===== src/rtl/fb_scanout.sv =====
// Framebuffer scanout: upscales and centres the framebuffer image in the active area, with a 3-cycle aligned pipeline.
// Optional build macro SCANOUT_TESTPAT_EN adds the test_en port and a vertical colour-bar pattern.
//
// state    | meaning
// UNSYNCED | no vid_vs rising edge seen since reset; the output shows only the border colour
// SYNCED   | frame position known; the image window is scanned out
module fb_scanout #(
  parameter int          IMG_W  = 240,
  parameter int          IMG_H  = 180,
  parameter int          SCALE  = 3,
  parameter int          X_OFF  = 280,
  parameter int          Y_OFF  = 90,
  parameter logic [23:0] BORDER = 24'h000000
) (
  input  logic        clk,
  input  logic        rst_n,
  input  logic        vid_de,
  input  logic        vid_hs,
  input  logic        vid_vs,
`ifdef SCANOUT_TESTPAT_EN
  input  logic        test_en,
`endif
  output logic [15:0] rd_addr,
  input  logic [15:0] rd_data,
  output logic [23:0] out_rgb,
  output logic        out_de,
  output logic        out_hs,
  output logic        out_vs
);

  localparam int CNT_W = 12;
  localparam logic [CNT_W-1:0] CNT_MAX = '1;
  localparam logic [CNT_W-1:0] X_LO = CNT_W'(X_OFF);
  localparam logic [CNT_W-1:0] X_HI = CNT_W'(X_OFF + IMG_W * SCALE);
  localparam logic [CNT_W-1:0] Y_LO = CNT_W'(Y_OFF);
  localparam logic [CNT_W-1:0] Y_HI = CNT_W'(Y_OFF + IMG_H * SCALE);
  localparam logic [2:0]  SC_LAST = 3'(SCALE - 1);
  localparam logic [15:0] ROW_STEP = 16'(IMG_W);

  typedef enum logic {UNSYNCED = 1'b0, SYNCED = 1'b1} state_t;

  state_t           state, state_nxt;
  logic             vs_prev, de_prev;
  logic             vs_rise, de_fall;
  logic [CNT_W-1:0] hx, vy;
  logic             line_kill;
  logic             x_in, y_in, in_win;
  logic [2:0]       sx, sy;
  logic [15:0]      col, row_base;
  logic [2:0]       de_pipe, hs_pipe, vs_pipe;
  logic [1:0]       win_pipe;
  logic [23:0]      pix_rgb;

  function automatic logic [23:0] rgb565_to_888(input logic [15:0] p);
    return {p[15:11], p[15:13], p[10:5], p[10:9], p[4:0], p[4:2]};
  endfunction

  assign vs_rise = vid_vs & ~vs_prev;
  assign de_fall = de_prev & ~vid_de;
  assign x_in    = (hx >= X_LO) && (hx < X_HI);
  assign y_in    = (vy >= Y_LO) && (vy < Y_HI);
  // A vsync edge inside a line blanks the rest of that line immediately.
  assign in_win  = vid_de && (state == SYNCED) && !line_kill && !vs_rise && x_in && y_in;

  always_ff @(posedge clk or negedge rst_n) begin
    if (!rst_n) state <= UNSYNCED;
    else        state <= state_nxt;
  end

  always_comb begin
    state_nxt = state;
    case (state)
      UNSYNCED: if (vs_rise) state_nxt = SYNCED;
      SYNCED:   state_nxt = SYNCED;
      default:  state_nxt = UNSYNCED;
    endcase
  end

  // vs_prev resets high so a vsync already high at reset release is not taken as an edge.
  always_ff @(posedge clk or negedge rst_n) begin
    if (!rst_n) begin
      vs_prev   <= 1'b1;
      de_prev   <= 1'b0;
      hx        <= '0;
      vy        <= '0;
      line_kill <= 1'b0;
    end else begin
      vs_prev <= vid_vs;
      de_prev <= vid_de;
      if (!vid_de)          hx <= '0;
      else if (hx != CNT_MAX) hx <= hx + 1'b1;
      if (vs_rise)                                 vy <= '0;
      else if (de_fall && !line_kill && vy != CNT_MAX) vy <= vy + 1'b1;
      if (!vid_de)      line_kill <= 1'b0;
      else if (vs_rise) line_kill <= 1'b1;
    end
  end

  always_ff @(posedge clk or negedge rst_n) begin
    if (!rst_n) begin
      sy       <= '0;
      row_base <= '0;
    end else if (vs_rise) begin
      sy       <= '0;
      row_base <= '0;
    end else if (de_fall && !line_kill && y_in) begin
      if (sy == SC_LAST) begin
        sy       <= '0;
        row_base <= row_base + ROW_STEP;
      end else begin
        sy <= sy + 1'b1;
      end
    end
  end

  always_ff @(posedge clk or negedge rst_n) begin
    if (!rst_n) begin
      sx  <= '0;
      col <= '0;
    end else if (!vid_de || vs_rise) begin
      sx  <= '0;
      col <= '0;
    end else if (in_win) begin
      if (sx == SC_LAST) begin
        sx  <= '0;
        col <= col + 16'd1;
      end else begin
        sx <= sx + 1'b1;
      end
    end
  end

  always_ff @(posedge clk or negedge rst_n) begin
    if (!rst_n)      rd_addr <= '0;
    else if (in_win) rd_addr <= row_base + col;
  end

  always_ff @(posedge clk or negedge rst_n) begin
    if (!rst_n) begin
      de_pipe  <= '0;
      hs_pipe  <= '0;
      vs_pipe  <= '0;
      win_pipe <= '0;
    end else begin
      de_pipe  <= {de_pipe[1:0], vid_de};
      hs_pipe  <= {hs_pipe[1:0], vid_hs};
      vs_pipe  <= {vs_pipe[1:0], vid_vs};
      win_pipe <= {win_pipe[0], in_win};
    end
  end

  assign out_de = de_pipe[2];
  assign out_hs = hs_pipe[2];
  assign out_vs = vs_pipe[2];

`ifdef SCANOUT_TESTPAT_EN
  localparam logic [15:0] BAR_LAST = 16'(IMG_W * SCALE / 8 - 1);

  logic [15:0] bx;
  logic [2:0]  bar_idx, bar_d1, bar_d2;
  logic        tp_d1, tp_d2;

  always_ff @(posedge clk or negedge rst_n) begin
    if (!rst_n) begin
      bx      <= '0;
      bar_idx <= '0;
    end else if (!vid_de || vs_rise) begin
      bx      <= '0;
      bar_idx <= '0;
    end else if (in_win) begin
      if (bx == BAR_LAST) begin
        bx <= '0;
        if (bar_idx != 3'd7) bar_idx <= bar_idx + 1'b1;
      end else begin
        bx <= bx + 16'd1;
      end
    end
  end

  always_ff @(posedge clk or negedge rst_n) begin
    if (!rst_n) begin
      bar_d1 <= '0;
      bar_d2 <= '0;
      tp_d1  <= 1'b0;
      tp_d2  <= 1'b0;
    end else begin
      bar_d1 <= bar_idx;
      bar_d2 <= bar_d1;
      tp_d1  <= test_en;
      tp_d2  <= tp_d1;
    end
  end

  // Bar order white..black maps onto inverted index bits: R=~i[1], G=~i[2], B=~i[0].
  always_comb begin
    pix_rgb = rgb565_to_888(rd_data);
    if (tp_d2) pix_rgb = {{8{~bar_d2[1]}}, {8{~bar_d2[2]}}, {8{~bar_d2[0]}}};
  end
`else
  always_comb begin
    pix_rgb = rgb565_to_888(rd_data);
  end
`endif

  always_ff @(posedge clk or negedge rst_n) begin
    if (!rst_n) out_rgb <= '0;
    else        out_rgb <= win_pipe[1] ? pix_rgb : BORDER;
  end

endmodule

===== config.mk =====
export PLATFORM = sky130hd
export DESIGN_NAME = fb_scanout
export DESIGN_NICKNAME = d
export VERILOG_FILES = /design/src/rtl/fb_scanout.sv
export SDC_FILE = /design/constraint.sdc
export NUM_CORES = 1
export LEC_CHECK = 0
export CAP_MARGIN = 20
export CELL_PAD_IN_SITES_DETAIL_PLACEMENT = 0
export CELL_PAD_IN_SITES_GLOBAL_PLACEMENT = 2
export CORE_MARGIN = 1
export CORE_UTILIZATION = 35
export DETAILED_ROUTE_END_ITERATION = 6
export GPL_TIMING_DRIVEN = 0
export HOLD_SLACK_MARGIN = 0.05
export PLACE_DENSITY = 0.86
export SYNTH_ARGS = -nofsm -noshare
export SYNTH_HDL_FRONTEND = slang
export SYNTH_SLANG_ARGS = --single-unit

===== constraint.sdc =====
create_clock -name clk -period 2.68 [get_ports clk]
set_input_delay 0.536 -clock clk [delete_from_list [all_inputs] [get_ports clk]]
set_output_delay 0.536 -clock clk [all_outputs]
set_load 0.05 [all_outputs]

==> qor.yml, run 1 <==
status:
  status: "finished clean"
logic_synthesis:
  synth.avg_cell_area_um2: 9.75
  ys_types: 50
  yosysSeqAreaShare: 0.504
  syn_area_mm2: 0.00517
  synthCells: 530
  synth_edf_count: 0
  yosysWarnings: 0
  synth_area_leaders: "dfrtp_1, ha_1, xor2_1"
  async_reset_ff_frac: 1.00
  syn-num-nets: 569
  synth.top_cell.area_share: 0.499
  yosys.area.top_type: "dfrtp_1"
  ys.flop_type: "dfrtp_1"
  ys_ff_latch: 104
drt:
  wl_per_cell_um: 13.9
  first_iter_violations: 225
  dr_total_vias: 3974
  drc: 0
  avgViaCountPerCell: 5.01
  drt-pass1-iter-count: 4
  ant_nets: 0
  wl_um: 11000
placement:
  place_area_mm2: 0.00605
  portBuffers: 63
  dp_cells: 778
  pre_cts_ws_ps: -253
  gp_congestion: 0.784
  dp_hpwl_um: 7940
timing:
  finalSetupViolCount: 0
  fin_crit_sh: 0.941
  relSlewSlack: 0.438
  slew_violations: 0
  clock-skew-final_ps: 7.84
  rsz0062_at_grt: "no"
  timing.final.ws_setup_ps: 158
  worstMarginPinSlew_ps: 836
  finalHoldViolCount: 0
  max_freq_ghz: 0.397
  finalCriticalPeriod_ps: 2520
  hold_ws_ps: 209
worst_setup_path:
  worstSetupPathType: "in -> reg"
  cp.required_ps: 2900
  crit_path_end_kind: "flop"
  startpoint: "vid_de"
  worstPathArrival_ps: 2740
  start_kind: "primary input"
  worstPathMaxFanout: 6
  worstReg2RegStart: "vy[0]"
layout:
  layout_commonest_cell: "dfrtp_1"
  syn_to_final_growth_pct: 23.3
  postLayoutCellArea_mm2: 0.00637
  fin_cells: 794
  final_layout_size_suffix_gt1_frac: 0.0623
  layout_common_cells: "dfrtp_1, clkdlybuf4s50_1, nor2_1"
  nNetsFinal: 644
  antenna_cells: 0
  fillers: 1380
global_routing:
  antenna_found_initial: 0
  grt_max_degree: 54
  overflow: 0
  grt_pass1_wl_um: 18400
  grtUsageTotal: 0.156
  grt_pass1_vias: 3822
min_path:
  min_path_type: "in -> async"
clock_tree:
  clock_sinks: 104
  cts_tree: "done"
  clock_latency_ps: 350
  holdBufCountCts: 0
  h-tree-depth: 3
  post_cts_buffers: 0
  cts_made_buffers: 9
  cts_resized: 0
  ctsLongestPathBuffers: 2
  root_buffer: "clkbuf_16"
  path_clk_slew_ps: 70
die:
  die-area_mm2: 0.0153
  chipHeight_um: 123
  start_util: 0.357
  die_w_um: 123
  core_area_mm2: 0.0145
  pin_count: 64
  num_rows: 44
power:
  powerDensity_mw_per_mm2: 529
  ir_worst_vdd_v: 0.000313
  p_leak_nw: 2.78
  power_mw: 3.37
run:
  maxCapViolations: 0
[layer usage]
metal	global-route usage	vias up	routed length, µm
met2	0.252	44	5240
li1	-	1998	-
met3	0.0364	13	252
met1	0.203	1919	5350
met4	0.0557	0	170
met5	0	-	0
[cell usage after synthesis, types with 2 or more instances]
| library cell | count |
|---|---|
| mux2i_1 | 5 |
| o21ai_0 | 28 |
| nand3_1 | 19 |
| a21oi_1 | 30 |
| clkbuf_1 | 13 |
| nor2_1 | 55 |
| inv_1 | 16 |
| or3_1 | 11 |
| ha_1 | 18 |
| a31oi_1 | 3 |
| buf_4 | 8 |
| nor4_1 | 4 |
| dfrtp_1 | 103 |
| o211ai_1 | 3 |
| and3_1 | 8 |
| a21o_1 | 5 |
| nor3_1 | 15 |
| or4_1 | 6 |
| a211oi_1 | 4 |
| xnor2_1 | 19 |
| nand2_1 | 50 |
| nand4b_1 | 2 |
| xor2_1 | 25 |
| and2_1 | 19 |
| nand4_1 | 19 |
| nand2b_1 | 6 |
| nor3b_1 | 3 |
| or2_2 | 2 |
| mux2_2 | 2 |
| o31ai_1 | 7 |
| buf_2 | 3 |
[power by group]
part | switching [mW] | internal [mW] | total, mW | leakage, nW
Sequential | 0.0694 | 1.62 | 1.69 | 1.41
Clock | 0.592 | 0.780 | 1.37 | 0.148
Combinational | 0.179 | 0.128 | 0.306 | 1.22
Total | 0.841 | 2.53 | 3.37 | 2.78
[flip-flops by register name, summed over array words and instances, names as in the netlist]
name and flops:
vy 12, line_kill 1, state 1, rd_addr 16
win_pipe 2, vs_prev 1, hx 12, col 16
vs_pipe 3, sy 3, row_base 12, de_pipe 3
hs_pipe 3, sx 3, out_rgb 16
[final cells by class]
| class | instances | area, µm² | area share |
|---|---|---|---|
| Multi-Input combinational cell | 385 | 2370 | 0.372 |
| Timing Repair Buffer | 64 | 656 | 0.103 |
| Sequential cell | 104 | 2600 | 0.409 |
| Clock inverter | 5 | 62.6 | 0.00983 |
| Buffer | 25 | 135 | 0.0212 |
| Clock buffer | 11 | 253 | 0.0397 |
| Tap cell | 184 | 230 | 0.0362 |
| Inverter | 16 | 60.1 | 0.00943 |
[metrics by stage]
stage / TNS, ps / util
finish: 0 / 0.440
global route: 0 / 0.440
CTS: 0 / 0.440
detailed placement: -1550 / 0.418
global placement: -299670 / 0.416
floorplan: 0 / -
[worst max-delay path, cell delays in order]
cell,delay [ps]
clkdlybuf4s50_1,540
or3b_2,540
nor4_1,260
a21boi_0,460
and3_1,240
xnor2_1,110
nor2_1,60
[final timing paths]
check                               to  slack, ps  cells past startpoint
setup / recovery                 vy[9]        160                      7
hold / removal             rd_addr[11]        210                      1
setup reg to reg           row_base[4]        300                     10
hold reg to reg             hs_pipe[2]        350                      0
max in group asynchronous      vs_prev       1710                      2
min in group clk            hs_pipe[2]        350                      0
[kinds of logic after synthesis]
| kind of cell | synth area share |
|---|---|
| AND/OR/NAND/NOR | 0.222 |
| flip-flops | 0.504 |
| AO/OA/AOI/OAI | 0.103 |
| XOR/XNOR | 0.0746 |
| buffers and inverters | 0.0378 |
| adder cells (fa/ha/maj) | 0.0436 |
| multiplexers | 0.0140 |
| other | 0.000726 |
Note: power is estimated with default switching activity, not from simulation.
==> run 2, diff against run 1 <==
--- a/config.mk
+++ b/config.mk
@@ -14,6 +14,8 @@
 export GPL_TIMING_DRIVEN = 0
 export HOLD_SLACK_MARGIN = 0.05
 export PLACE_DENSITY = 0.86
+export SKIP_CTS_REPAIR_TIMING = 1
+export SLEW_MARGIN = 5
 export SYNTH_ARGS = -nofsm -noshare
 export SYNTH_HDL_FRONTEND = slang
 export SYNTH_SLANG_ARGS = --single-unit
==> results of run 2 <==
No change in the layout: final DEF, timing and power equal those of run 1.
